==> src/rtl/exmem_wb_stage.sv <==
// Writeback pipeline register downstream of EXMEM: selects ALU or load data,
// drives the register-file write port and forwarding selects, counts retirements.
module exmem_wb_stage #(
    parameter int DATA_W = 64,
    parameter int REG_AW = 5,
    parameter int RET_W  = 32
) (
    input  logic              clk,
    input  logic              reset,
    input  logic [DATA_W-1:0] EXMEM_ALU_out,
    input  logic [DATA_W-1:0] dmem_data_out,
    input  logic [REG_AW-1:0] EXMEM_rD,
    input  logic [2:0]        EXMEM_ppp,
    input  logic              EXMEM_wrEn,
    input  logic              EXMEM_rD_data_select,
    input  logic              EXMEM_stall,
    input  logic [REG_AW-1:0] IDEX_rA,
    input  logic [REG_AW-1:0] IDEX_rB,
    input  logic              IDEX_valid,
    output logic [DATA_W-1:0] WB_data,
    output logic [REG_AW-1:0] WB_rD,
    output logic [7:0]        WB_byte_en,
    output logic              WB_wrEn,
    output logic              EXMEM_forward_rA,
    output logic              EXMEM_forward_rB,
    output logic              WB_hazard,
    output logic [RET_W-1:0]  ret_count
);

    logic [DATA_W-1:0] r_data;
    logic [REG_AW-1:0] r_rD;
    logic [7:0]        r_byteEn;
    logic              r_wrEn;
    logic              r_fwdA;
    logic              r_fwdB;
    logic [RET_W-1:0]  r_retCount;

    logic [7:0]        w_byteEnDec;
    logic [7:0]        w_nextByteEn;
    logic              w_nextWrEn;
    logic              w_fwdA;
    logic              w_fwdB;
    logic              w_retire;
    logic [DATA_W-1:0] w_nextData;

    // Byte enables are MSB-first: the upper nibble covers bytes 0-3.
    always_comb begin
        w_byteEnDec = 8'h00;
        case (EXMEM_ppp)
            3'b000:  w_byteEnDec = 8'hFF;
            3'b001:  w_byteEnDec = 8'hF0;
            3'b010:  w_byteEnDec = 8'h0F;
            3'b011:  w_byteEnDec = 8'hAA;
            3'b100:  w_byteEnDec = 8'h55;
            default: w_byteEnDec = 8'h00;
        endcase
    end

    // A bubble or an R0 destination must never reach the register file.
    always_comb begin
        w_nextByteEn = w_byteEnDec;
        if (EXMEM_stall || (EXMEM_rD == '0)) begin
            w_nextByteEn = 8'h00;
        end
        w_nextWrEn = EXMEM_wrEn && !EXMEM_stall && (EXMEM_rD != '0) && (w_nextByteEn != 8'h00);
        w_fwdA     = IDEX_valid && w_nextWrEn && (w_nextByteEn == 8'hFF) && (IDEX_rA == EXMEM_rD);
        w_fwdB     = IDEX_valid && w_nextWrEn && (w_nextByteEn == 8'hFF) && (IDEX_rB == EXMEM_rD);
        w_retire   = !EXMEM_stall && (EXMEM_wrEn || EXMEM_rD_data_select);
        w_nextData = EXMEM_rD_data_select ? dmem_data_out : EXMEM_ALU_out;
    end

    always_ff @(posedge clk or negedge reset) begin
        if (!reset) begin
            r_data     <= '0;
            r_rD       <= '0;
            r_byteEn   <= '0;
            r_wrEn     <= 1'b0;
            r_fwdA     <= 1'b0;
            r_fwdB     <= 1'b0;
            r_retCount <= '0;
        end else begin
            r_data   <= w_nextData;
            r_rD     <= EXMEM_rD;
            r_byteEn <= w_nextByteEn;
            r_wrEn   <= w_nextWrEn;
            r_fwdA   <= w_fwdA;
            r_fwdB   <= w_fwdB;
            if (w_retire) begin
                r_retCount <= r_retCount + 1'b1;
            end
        end
    end

    assign WB_data          = r_data;
    assign WB_rD            = r_rD;
    assign WB_byte_en       = r_byteEn;
    assign WB_wrEn          = r_wrEn;
    assign EXMEM_forward_rA = r_fwdA;
    assign EXMEM_forward_rB = r_fwdB;
    assign ret_count        = r_retCount;

    // A partial write in flight cannot be forwarded, so a dependent reader must wait.
    assign WB_hazard = IDEX_valid && r_wrEn && (r_byteEn != 8'hFF)
                       && ((IDEX_rA == r_rD) || (IDEX_rB == r_rD));

endmodule

==> config.mk <==
export PLATFORM = sky130hd
export DESIGN_NAME = exmem_wb_stage
export DESIGN_NICKNAME = d
export VERILOG_FILES = /design/src/rtl/exmem_wb_stage.sv
export SDC_FILE = /design/constraint.sdc
export NUM_CORES = 1
export LEC_CHECK = 0
export BUFFER_PORTS_ARGS = -buffer_cell sky130_fd_sc_hd__buf_2
export CORE_ASPECT_RATIO = 0.6
export CORE_UTILIZATION = 41
export CTS_BUF_LIST = sky130_fd_sc_hd__clkbuf_4 sky130_fd_sc_hd__clkbuf_8
export DETAILED_ROUTE_END_ITERATION = 7
export PLACE_DENSITY = 0.88
export SYNTH_ARGS = -nofsm -noshare
export SYNTH_HDL_FRONTEND = slang
export SYNTH_SLANG_ARGS = --single-unit
==> constraint.sdc <==
create_clock -name clk -period 1.6 [get_ports clk]
set_input_delay 0.08 -clock clk [delete_from_list [all_inputs] [get_ports clk]]
set_output_delay 0.08 -clock clk [all_outputs]
set_load 0.02 [all_outputs]
==> flow_summary_export.csv <==
group,metric,value,unit
finish,final_cell_area,7740,sq um
floorplanning,die_height,83.8,microns
cts,cts.sinks,108,
synth,synth_cell_types,33,
finish,multi_input_area,1820,sq um
placed_design,dp_hpwl,9640,microns
power_and_ir_drop,p_leak,3.80,nW
detailed_routing,viasPerCell,4.87,
synth,netlist.area_leader.share,59.1,%
timing,slew_headroom,65.3,%
global_route,grt_max_degree,44,
synth,postSynthCellCount,332,
power_and_ir_drop,p_int,4.44,mW
timing,hold_slack,87.8,ps
placed_design,portBuffers,264,
timing,tns,-48.7,ps
detailed_routing,first_iter_violations,214,
detailed_routing,drcViolationCount,26,
finish,n_antenna_cell,0,
power_and_ir_drop,powerDensity,829,nW/um^2
synth,ys_async_sr_fraction,100,%
cts,clockBufferDepth,2,
setup_path,cp.arrival,1570,ps
timing,worstMarginPinSlew,517,ps
synth,synthTopCellsByArea,"dfrtp_1 (59%), mux2_2 (16%), xnor2_1 (5.9%)",
cts,htreeDepth,3,
floorplanning,die_area,11600,sq um
flow_run,drv_cap,0,
timing,period_needed,1650,ps
cts,cts-root-buf,"clkbuf_8",
detailed_routing,top_layer_used,"met4",
placed_design,gp_congestion,0.884,
synth,synth_top_family_by_area,"multiplexers",
timing,layout_setup_ws,-48.7,ps
setup_path,startpoint,"WB_rD[0]$_DFF_PN0_",
synth,ys_seq_elements,108,
floorplanning,ios,265,
synth,avgSynthCellArea,13.8,sq um
synth,synth_adder_area_share,0.274,%
detailed_routing,route.met2.wl,8420,microns
synth,ys_seq_area_share,59.1,%
timing,post-route-period-util,103,%
synth,synth.largest_area_cell,"dfrtp_1",
synth,syn_nets,485,
setup_path,worstSetupStartpointType,"register",
power_and_ir_drop,peakVddDrop,0.535,mV
timing,skew,12.6,ps
synth,synth-xor-area-share,9.78,%
power_and_ir_drop,p_clk_share,24.2,%
detailed_routing,wl_per_cell,17.8,microns
power_and_ir_drop,comb_power_share,27.5,%
setup_path,critPathKind,"reg2out",
power_and_ir_drop,p_seq_share,48.2,%
synth,synth_mux_area_share,15.8,%
floorplanning,core,10700,sq um
cts,clk_pin_slew,100,ps
cts,cts_buffers,9,
global_route,gr-total-overflow,0,
detailed_routing,ant_nets,0,
global_route,antenna_found_initial,0,
detailed_routing,wl_met3,1010,microns
setup_path,crit_fanout,3,
worst_hold_path,hold_path_class,"in2reg",
finish,fillers,696,
power_and_ir_drop,power.switching,1.98,mW
floorplanning,start_util,42.7,%
setup_path,end_kind,"primary output",
timing,slew_viol_final,0,
setup_path,crit_required,1520,ps
power_and_ir_drop,switching_share,30.8,%
floorplanning,rows,29,
setup_path,reg2reg_depth,5,
timing,finalHoldViolCount,0,
worst_hold_path,worstHoldStart,"EXMEM_stall",
synth,synth_flop_cell,"dfrtp_1",
synth,yosys_warnings,0,
placed_design,dpl.cell_count,732,
cts,clock_insertion_delay_worst_skew,360,ps
synth,synth_edf_count,0,
detailed_routing,wl_met1,6040,microns
timing,rsz0062_at_grt,"true",
timing,timing.fmax,607,MHz
synth,synth_compound_area_share,1.42,%
timing,finalSetupViolations,1,
cts,cts_tree,"built",
synth,synthSimpleGateAreaFrac,11.8,%
status,status,"complete, but fails checks",
floorplanning,dieWidth,138,microns
detailed_routing,routed_wl,15900,microns
finish,drive_above_1_share,50.4,%
placed_design,dp_worst_setup_slack,12.0,ps
placed_design,postPlaceCellArea,6100,sq um
status,violations,"design-rule violations, negative setup slack",
power_and_ir_drop,power,6.42,mW
global_route,grt_pass1_wl,24700,microns
synth,syn_area,4570,sq um
global_route,grt_pass1_vias,4857,
global_route,grtUsageTotal,28.2,%
finish,area_growth,69.4,%
finish,layout.cells.non_filler,891,
finish,final_core_util,72.3,%
detailed_routing,via_count,4338,
detailed_routing,dr.pass1.iters,6,
setup_path,reg2reg_slack,70,ps
setup_path,r2r_start,"ret_count[14]$_DFFE_PN0P_",
finish,nets,900,
setup_path,r2r-end,"ret_count[31]$_DFFE_PN0P_",
setup_path,worstSetupEndpoint,"WB_hazard",
finish,seqCellArea,2710,sq um
cell type report:
class                           instances  share of cell area (%)
Multi-Input combinational cell        209                    23.5
Tap cell                              139                    2.25
Clock inverter                          7                   0.727
Inverter                                1                  0.0485
Sequential cell                       108                    34.9
Timing Repair Buffer                  418                    36.9
Clock buffer                            9                    1.60
worst min path at each step:
stage	end	cells past startpoint
final	WB_wrEn$_DFF_PN0_	3
after floorplan	EXMEM_forward_rA$_DFF_PN0_	0
after CTS	WB_wrEn$_DFF_PN0_	3
after detailed placement	ret_count[31]$_DFFE_PN0P_	1
after global placement	ret_count[31]$_DFFE_PN0P_	1
after global routing	WB_byte_en[3]$_DFF_PN0_	3
cells in the mapped netlist, drive strengths merged, types with 3 or more instances:
library cell and n:
dfrtp 108, mux2 64, xnor2 31, xor2 20
nand2 16, nand3 14, buf 13, nand4 12
nor3 11, and3 8, and4 6, nor4 6
and2 3, nor2 3
sequential cells by signal, summed over array words and instances (netlist names):
| signal | count |
|---|---|
| EXMEM_forward_rA | 1 |
| EXMEM_forward_rB | 1 |
| WB_byte_en | 4 |
| WB_data | 64 |
| WB_rD | 5 |
| WB_wrEn | 1 |
| ret_count | 32 |
power by group through the flow:
stage                     logic, mW  clock network [mW]  registers [mW]
after floorplan               0.387                   0            3.45
after global placement         1.32                   0            3.13
after detailed placement       1.34                   0            3.15
after CTS                      1.67                1.63            3.10
after global routing           1.89                1.71            3.12
final                          1.77                1.56            3.10
cell usage in the layout, fill, tap and decap left out, types with 9 or more instances in the layout:
cell	n
buf_2	262
buf_4	15
clkbuf_8	9
dfrtp_1	106
dlygate4sd3_1	138
mux2_2	64
nand2_1	16
nand3_1	13
nand4_1	12
nor3_1	10
xnor2_1	31
xor2_1	20
worst max-delay path, cell delays in order (launching register included):
cell and delay (ps):
dfrtp_1 440, xor2_1 160, nor3_1 170, nand3_1 110, a21oi_2 190, buf_6 140
cell families (layout without fill, tap and decap cells):
| logic type | Yosys count | in the layout |
|---|---|---|
| flops | 108 | 108 |
| simple gates | 86 | 86 |
| mux | 64 | 64 |
| xor+xnor | 51 | 51 |
| buf+inv | 15 | 435 |
| compound gates | 7 | 7 |
| fa+ha+maj | 1 | 1 |
layer usage:
layer | vias up | GRT usage (%)
met4 | 0 | 11.2
met5 | - | 0
met2 | 177 | 52.5
li1 | 1985 | -
met3 | 39 | 8.38
met1 | 2137 | 30.2
timing repair:
action                                 CTS  global route
hold buffers                           138             0
gates resized for setup                  4             6
setup endpoints to repair                5            10
endpoints found under the hold margin  130             0
pin swaps                                2             1
buffers inserted                         2             3
Note: power is estimated with default switching activity, not from simulation.
